[src/rtl/sign_num_dec_acc_pkg.sv]
// Shared types and helpers for the sign-magnitude decoder / accumulator.
package sign_num_pkg;

    localparam int MAG_W = 14;
    localparam int DEC_W = 15;

    typedef enum logic [1:0] {
        IDLE  = 2'd0,
        ACCUM = 2'd1,
        HOLD  = 2'd2
    } dec_st_e;

    // Restore a signed product from its magnitude and combined sign;
    // a zero magnitude with sign set comes out as plain zero.
    function automatic logic signed [DEC_W-1:0] sm_to_tc(
        input logic [MAG_W-1:0] mag,
        input logic             sign
    );
        logic signed [DEC_W-1:0] m;
        m = $signed({1'b0, mag});
        return sign ? -m : m;
    endfunction

endpackage

[src/rtl/sign_num_dec_acc_dec_stage.sv]
// Stage-1 register: decodes sign-magnitude beats into 15-bit two's complement.
module sign_num_dec_stage
    import sign_num_pkg::*;
(
    input  logic                    clk,
    input  logic                    rst,
    input  logic                    in_valid,
    output logic                    in_ready,
    input  logic [MAG_W-1:0]        mag_in,
    input  logic                    sign_a,
    input  logic                    sign_b,
    input  logic                    in_last,
    input  logic                    dec_ready,
    output logic                    dec_vld,
    output logic signed [DEC_W-1:0] dec_val,
    output logic                    dec_last
);

    assign in_ready = dec_ready;

    // Load a new decoded beat whenever the stage is allowed to advance.
    always_ff @(posedge clk or posedge rst) begin
        if (rst) begin
            dec_vld  <= 1'b0;
            dec_val  <= '0;
            dec_last <= 1'b0;
        end else if (dec_ready) begin
            dec_vld <= in_valid;
            if (in_valid) begin
                dec_val  <= sm_to_tc(mag_in, sign_a ^ sign_b);
                dec_last <= in_last;
            end
        end
    end

endmodule

[src/rtl/sign_num_dec_acc.sv]
// Sign-magnitude decoder plus dot-product accumulator with valid/ready output.
// Optional saturation: define SIGN_NUM_DEC_SAT_EN (adds the out_sat port).
module sign_num_dec_acc
    import sign_num_pkg::*;
#(
    parameter int ACC_W = 24,
    parameter int CNT_W = 8
) (
    input  logic               clk,
    input  logic               rst,
    input  logic               in_valid,
    output logic               in_ready,
    input  logic [MAG_W-1:0]   mag_in,
    input  logic               sign_a,
    input  logic               sign_b,
    input  logic               in_last,
    output logic               out_valid,
    input  logic               out_ready,
    output logic [ACC_W-1:0]   out_data,
    output logic [CNT_W-1:0]   out_cnt
`ifdef SIGN_NUM_DEC_SAT_EN
    ,
    output logic               out_sat
`endif
);

    logic                    dec_vld;
    logic signed [DEC_W-1:0] dec_val;
    logic                    dec_last;
    logic                    stall1;
    logic                    advance;
    logic signed [ACC_W-1:0] acc;
    logic signed [ACC_W-1:0] acc_nxt;
    logic [CNT_W-1:0]        cnt;
    logic [CNT_W-1:0]        cnt_nxt;
    dec_st_e                 st;
`ifdef SIGN_NUM_DEC_SAT_EN
    logic signed [ACC_W:0]   sum_w;
    logic                    sat_now;
    logic                    grp_sat;
`endif

    assign stall1  = dec_vld && dec_last && out_valid && !out_ready;
    assign advance = dec_vld && !stall1;

    sign_num_dec_stage u_dec (
        .clk       (clk),
        .rst       (rst),
        .in_valid  (in_valid),
        .in_ready  (in_ready),
        .mag_in    (mag_in),
        .sign_a    (sign_a),
        .sign_b    (sign_b),
        .in_last   (in_last),
        .dec_ready (!stall1),
        .dec_vld   (dec_vld),
        .dec_val   (dec_val),
        .dec_last  (dec_last)
    );

    // Next accumulator value: wrapping add, or clamped add when saturation is built in.
    always_comb begin
        cnt_nxt = cnt + CNT_W'(1);
`ifdef SIGN_NUM_DEC_SAT_EN
        sum_w   = (ACC_W+1)'(acc) + (ACC_W+1)'(dec_val);
        sat_now = sum_w[ACC_W] ^ sum_w[ACC_W-1];
        if (sat_now)
            acc_nxt = sum_w[ACC_W] ? {1'b1, {(ACC_W-1){1'b0}}} : {1'b0, {(ACC_W-1){1'b1}}};
        else
            acc_nxt = sum_w[ACC_W-1:0];
`else
        acc_nxt = acc + ACC_W'(dec_val);
`endif
    end

    // Accumulate non-last beats; a last beat publishes the sum and restarts the group.
    always_ff @(posedge clk or posedge rst) begin
        if (rst) begin
            acc       <= '0;
            cnt       <= '0;
            out_valid <= 1'b0;
            out_data  <= '0;
            out_cnt   <= '0;
`ifdef SIGN_NUM_DEC_SAT_EN
            grp_sat   <= 1'b0;
            out_sat   <= 1'b0;
`endif
        end else begin
            if (advance && dec_last) begin
                out_data  <= acc_nxt;
                out_cnt   <= cnt_nxt;
                out_valid <= 1'b1;
                acc       <= '0;
                cnt       <= '0;
`ifdef SIGN_NUM_DEC_SAT_EN
                out_sat   <= grp_sat | sat_now;
                grp_sat   <= 1'b0;
`endif
            end else begin
                if (advance) begin
                    acc <= acc_nxt;
                    cnt <= cnt_nxt;
`ifdef SIGN_NUM_DEC_SAT_EN
                    grp_sat <= grp_sat | sat_now;
`endif
                end
                if (out_valid && out_ready)
                    out_valid <= 1'b0;
            end
        end
    end

    // Debug-only group state tracking.
    always_ff @(posedge clk or posedge rst) begin
        if (rst) begin
            st <= IDLE;
        end else if (stall1) begin
            st <= HOLD;
        end else begin
            case (st)
                IDLE:    if (advance && !dec_last) st <= ACCUM;
                ACCUM:   if (advance && dec_last)  st <= IDLE;
                HOLD:    if (out_ready)            st <= IDLE;
                default: st <= IDLE;
            endcase
        end
    end

endmodule
[config.mk]
export PLATFORM = sky130hd
export DESIGN_NAME = sign_num_dec_acc
export DESIGN_NICKNAME = d
export VERILOG_FILES = /design/src/rtl/sign_num_dec_acc_pkg.sv /design/src/rtl/sign_num_dec_acc_dec_stage.sv /design/src/rtl/sign_num_dec_acc.sv
export SDC_FILE = /design/constraint.sdc
export NUM_CORES = 1
export LEC_CHECK = 0
export CAP_MARGIN = 40
export CELL_PAD_IN_SITES_DETAIL_PLACEMENT = 0
export CELL_PAD_IN_SITES_GLOBAL_PLACEMENT = 2
export CORE_MARGIN = 1
export CORE_UTILIZATION = 35
export CTS_CLUSTER_SIZE = 28
export DETAILED_ROUTE_END_ITERATION = 6
export PLACE_DENSITY_LB_ADDON = 0.1
export SYNTH_ARGS = -nofsm -noshare
export SYNTH_HDL_FRONTEND = slang
export SYNTH_SLANG_ARGS = --single-unit
[constraint.sdc]
create_clock -name clk -period 3.6 [get_ports clk]
set_input_delay 0.36 -clock clk [delete_from_list [all_inputs] [get_ports clk]]
set_output_delay 0.36 -clock clk [all_outputs]
set_load 0.1 [all_outputs]
==> results by group <==
Run status
  – Outcome: finished clean

Worst setup path
  – Startpoint Class: flop
  – CP Class: flop to flop
  – Crit-path max FO: 3
  – Required time worst endpoint: between 3 and 4 ns
  – Crit. End Element: flop
  – Crit path arrival time: 3.21 ns

STA
  – Tmin final: roughly 3 ns
  – Setup_tns: 0 ns
  – Hold Vio Cnt, Final: 0
  – Relative slew slack: between 50 and 60%
  – Least-Margin Pin Slew: 0.696 ns
  – Fin. max-slew vios: 0
  – Final Setup Violations: 0
  – Final period utilization: about 84%
  – FMAX: roughly 0.33 GHz
  – Setup slack after layout: roughly 0.59 ns
  – Clock skew: roughly 0.0067 ns
  – RSZ-0062 raised after global routing: no

Clock tree
  – Inserted Clock Buffers: 9
  – CTS tree: built
  – Clk_lat worst skew: approximately 0.34 ns
  – Worst-path clk slew: around 0.060 ns
  – H-Tree Depth: 3
  – Longest Clk Path Bufs: 2
  – CTS resizes: 0
  – Clk sinks: roughly 80
  – CTS Root Cell: clkbuf_16
  – CTS Hold Bufs: 0
  – Post-CTS Repair Setup Buffers: 0

GRT
  – Initial antenna violation count: 0
  – Grt met1 use: between 20% and 30%
  – GRT Max-Usage Layer: met2
  – Pin count of the biggest net entering global routing: 34
  – Met3 usage: 3.53%
  – Met2 GRT Util: between 20% and 30%
  – Grt ovf: 0
  – Number of global-route vias before repair: 3690
  – Tot GR Track Use: between 10% and 20%
  – First-pass GRT wire length: approximately 18000 um

Floorplanning
  – Std-Cell Rows: 41
  – Die Y: roughly 120 um
  – Initial core utilization: 36.0%
  – Die area: ~14000 sq um
  – IO Pins: 55
  – DIE WIDTH: about 120 um
  – CORE AREA: roughly 13000 sq um

Place
  – DP Area: about 5900 sq um
  – Place WS: 0.642 ns
  – DP HPWL: approximately 8000 um
  – Buffers on Ports: 54
  – GPL Wtd Cong: around 0.89

Final layout
  – Area growth syn-to-layout: 34.7%
  – Nets: 616
  – Finished Cell Area: 6180 sq um
  – N_diodes: 0
  – Layout cells sized above 1: between 10% and 20%
  – # fillers: ~1200

Yosys
  – Yosys Warn Count: 0
  – Cell variety after synth: 53
  – Syn Inst Count: between 400 and 500
  – Post-synth ARST share: between 90% and 100%
  – Top cell type's share of synthesized area: approximately 45%
  – Syn_nets: between 500 and 600
  – Sequential-to-total area share from yosys stat: 44.7%
  – Synth area leaders: dfrtp_1, nand2_1, ha_1
  – #FFs+latches synth: 82
  – Mapped Avg Cell Area: 9.59 sq um
  – Most used flip-flop cell after synthesis: dfrtp_1
  – Synthesized cell area: around 4600 sq um
  – Synth area leader: dfrtp_1
  – EDFF count, synth: 0

Power
  – Net Sw Power: between 2 and 3 mW
  – Cell Pwr Density: 1010 nW/um^2
  – Gate power share: approximately three fifths
  – Clock Power Share: 15.5%
  – Int Power: 3.31 mW
  – LEAKAGE: 2.75 nW
  – VDD IR max: 290 uV
  – Switching share of power: between 40% and 50%
  – Sequential power share: between 20% and 30%

Drt
  – Initial drt markers: approximately 210
  – DR vias: about 3800
  – DRT Wirelength: 11100 um
  – WL/cell: between 10 and 15 um
  – Vias per cell: approximately 5
  – DR pass1 iterations: 4
  – Drt drc: 0
  – Post-DRT Antenna Nets: 0

Min path
  – Hold Path Class: input port to async pin

Flow run
  – Max cap viols: 0
cell usage after synthesis, types with 2 or more instances:
cell and n:
o31ai_1 7, nor2b_1 2, clkbuf_1 13, o211ai_1 4, ha_1 25, a31oi_1 4, and3_1 3, o21bai_1 3
xnor2_1 25, a211oi_1 4, inv_1 12, nor3_1 8, a21oi_1 22, o21a_1 3, nor2_1 24, nor3b_1 2
a22o_1 16, nand3_1 6, a21o_1 8, xor2_1 16, nand2_1 94, nand2b_1 2, dfrtp_1 82, o21ai_0 51
a32o_1 3, mux2_2 10, a21boi_0 3
cells by family after synthesis:
family                     after synthesis  share of synthesized area [%]
and+or+nand+nor                        150                           14.1
AOI/OAI and AO/OA                      142                           21.0
xor gates and xnor gates                42                           8.32
buffers and inverters                   26                           2.13
DFF                                     82                           44.7
adders and majority gates               26                           7.26
muxes                                   10                           2.46
final timing paths:
| path | endpoint | slack [ns] | start | depth (start not counted) |
|---|---|---|---|---|
| worst max-delay path | acc[22] | 0.59 | u_dec.dec_val[0] | 9 |
| worst min-delay path | out_data[17] | 0.33 | rst | 2 |
| worst max register to register | acc[22] | 0.59 | u_dec.dec_val[0] | 9 |
| worst min register to register | out_data[9] | 0.47 | out_data[9] | 2 |
| max in group asynchronous | out_cnt[6] | 2.50 | rst | 3 |
| min in group clk | out_data[9] | 0.47 | out_data[9] | 2 |
cell usage in the layout, fill, tap and decap left out, types with 4 or more instances in the layout:
cell	instances
clkbuf_16	9
nand2_1	94
a22o_1	16
a21o_1	8
a31oi_1	4
dfrtp_1	82
xor2_1	16
o31ai_1	7
o21ai_0	51
mux2_2	10
buf_4	8
xnor2_1	25
clkdlybuf4s50_1	53
o211ai_1	4
a21oi_1	22
a211oi_1	4
buf_8	31
inv_1	11
nor2_1	23
nand3_1	6
ha_1	25
nor3_1	8
metrics by stage:
stage	std cells	util, %	hold slack, ns	total power, mW
6_report	746	48.6	0.328	6.25
5_1_grt	746	48.6	0.378	6.64
4_1_cts	746	48.6	0.349	6.29
3_5_place_dp	730	46.1	0.463	5.29
3_3_place_gp	697	42.0	0.461	4.74
2_1_floorplan	478	-	0.453	3.98
state kept, by name, summed over array words and instances, names as in the netlist:
signal	count
acc	24
out_data	24
u_dec.dec_val	15
cnt	8
out_cnt	8
out_valid	1
u_dec.dec_last	1
u_dec.dec_vld	1
power by group through the flow:
stage | logic, mW | clock network [mW] | registers [mW]
global placement | 3.27 | 0 | 1.48
global route | 4.11 | 1.03 | 1.51
CTS | 3.83 | 0.992 | 1.47
floorplan | 1.43 | 0 | 2.55
finish | 3.82 | 0.969 | 1.46
detailed placement | 3.81 | 0 | 1.48
worst max-delay path, stage by stage (launching register included):
cell and delay, ns:
dfrtp_1 0.38, ha_1 0.23, fa_1 0.41, a21o_1 0.22, a221oi_2 0.36, a2111oi_1 0.20
or3_4 0.44, a311o_1 0.35, xnor2_1 0.18, o21ai_0 0.10
area by class of cell:
cell class,instances,area (sq um),area share [%]
Tap cell,172,215,3.48
Sequential cell,82,2050,33.2
Timing Repair Buffer,94,1110,18.0
Inverter,12,46.3,0.749
Multi-Input combinational cell,370,2440,39.5
Clock buffer,12,267,4.31
Clock inverter,4,48.8,0.790
layer usage:
layer	routed length [um]	part of all wire, %
met5	0	0
met4	129	1.2
met3	394	3.5
met2	4770	43
met1	5810	52
Note: power is estimated with default switching activity, not from simulation.
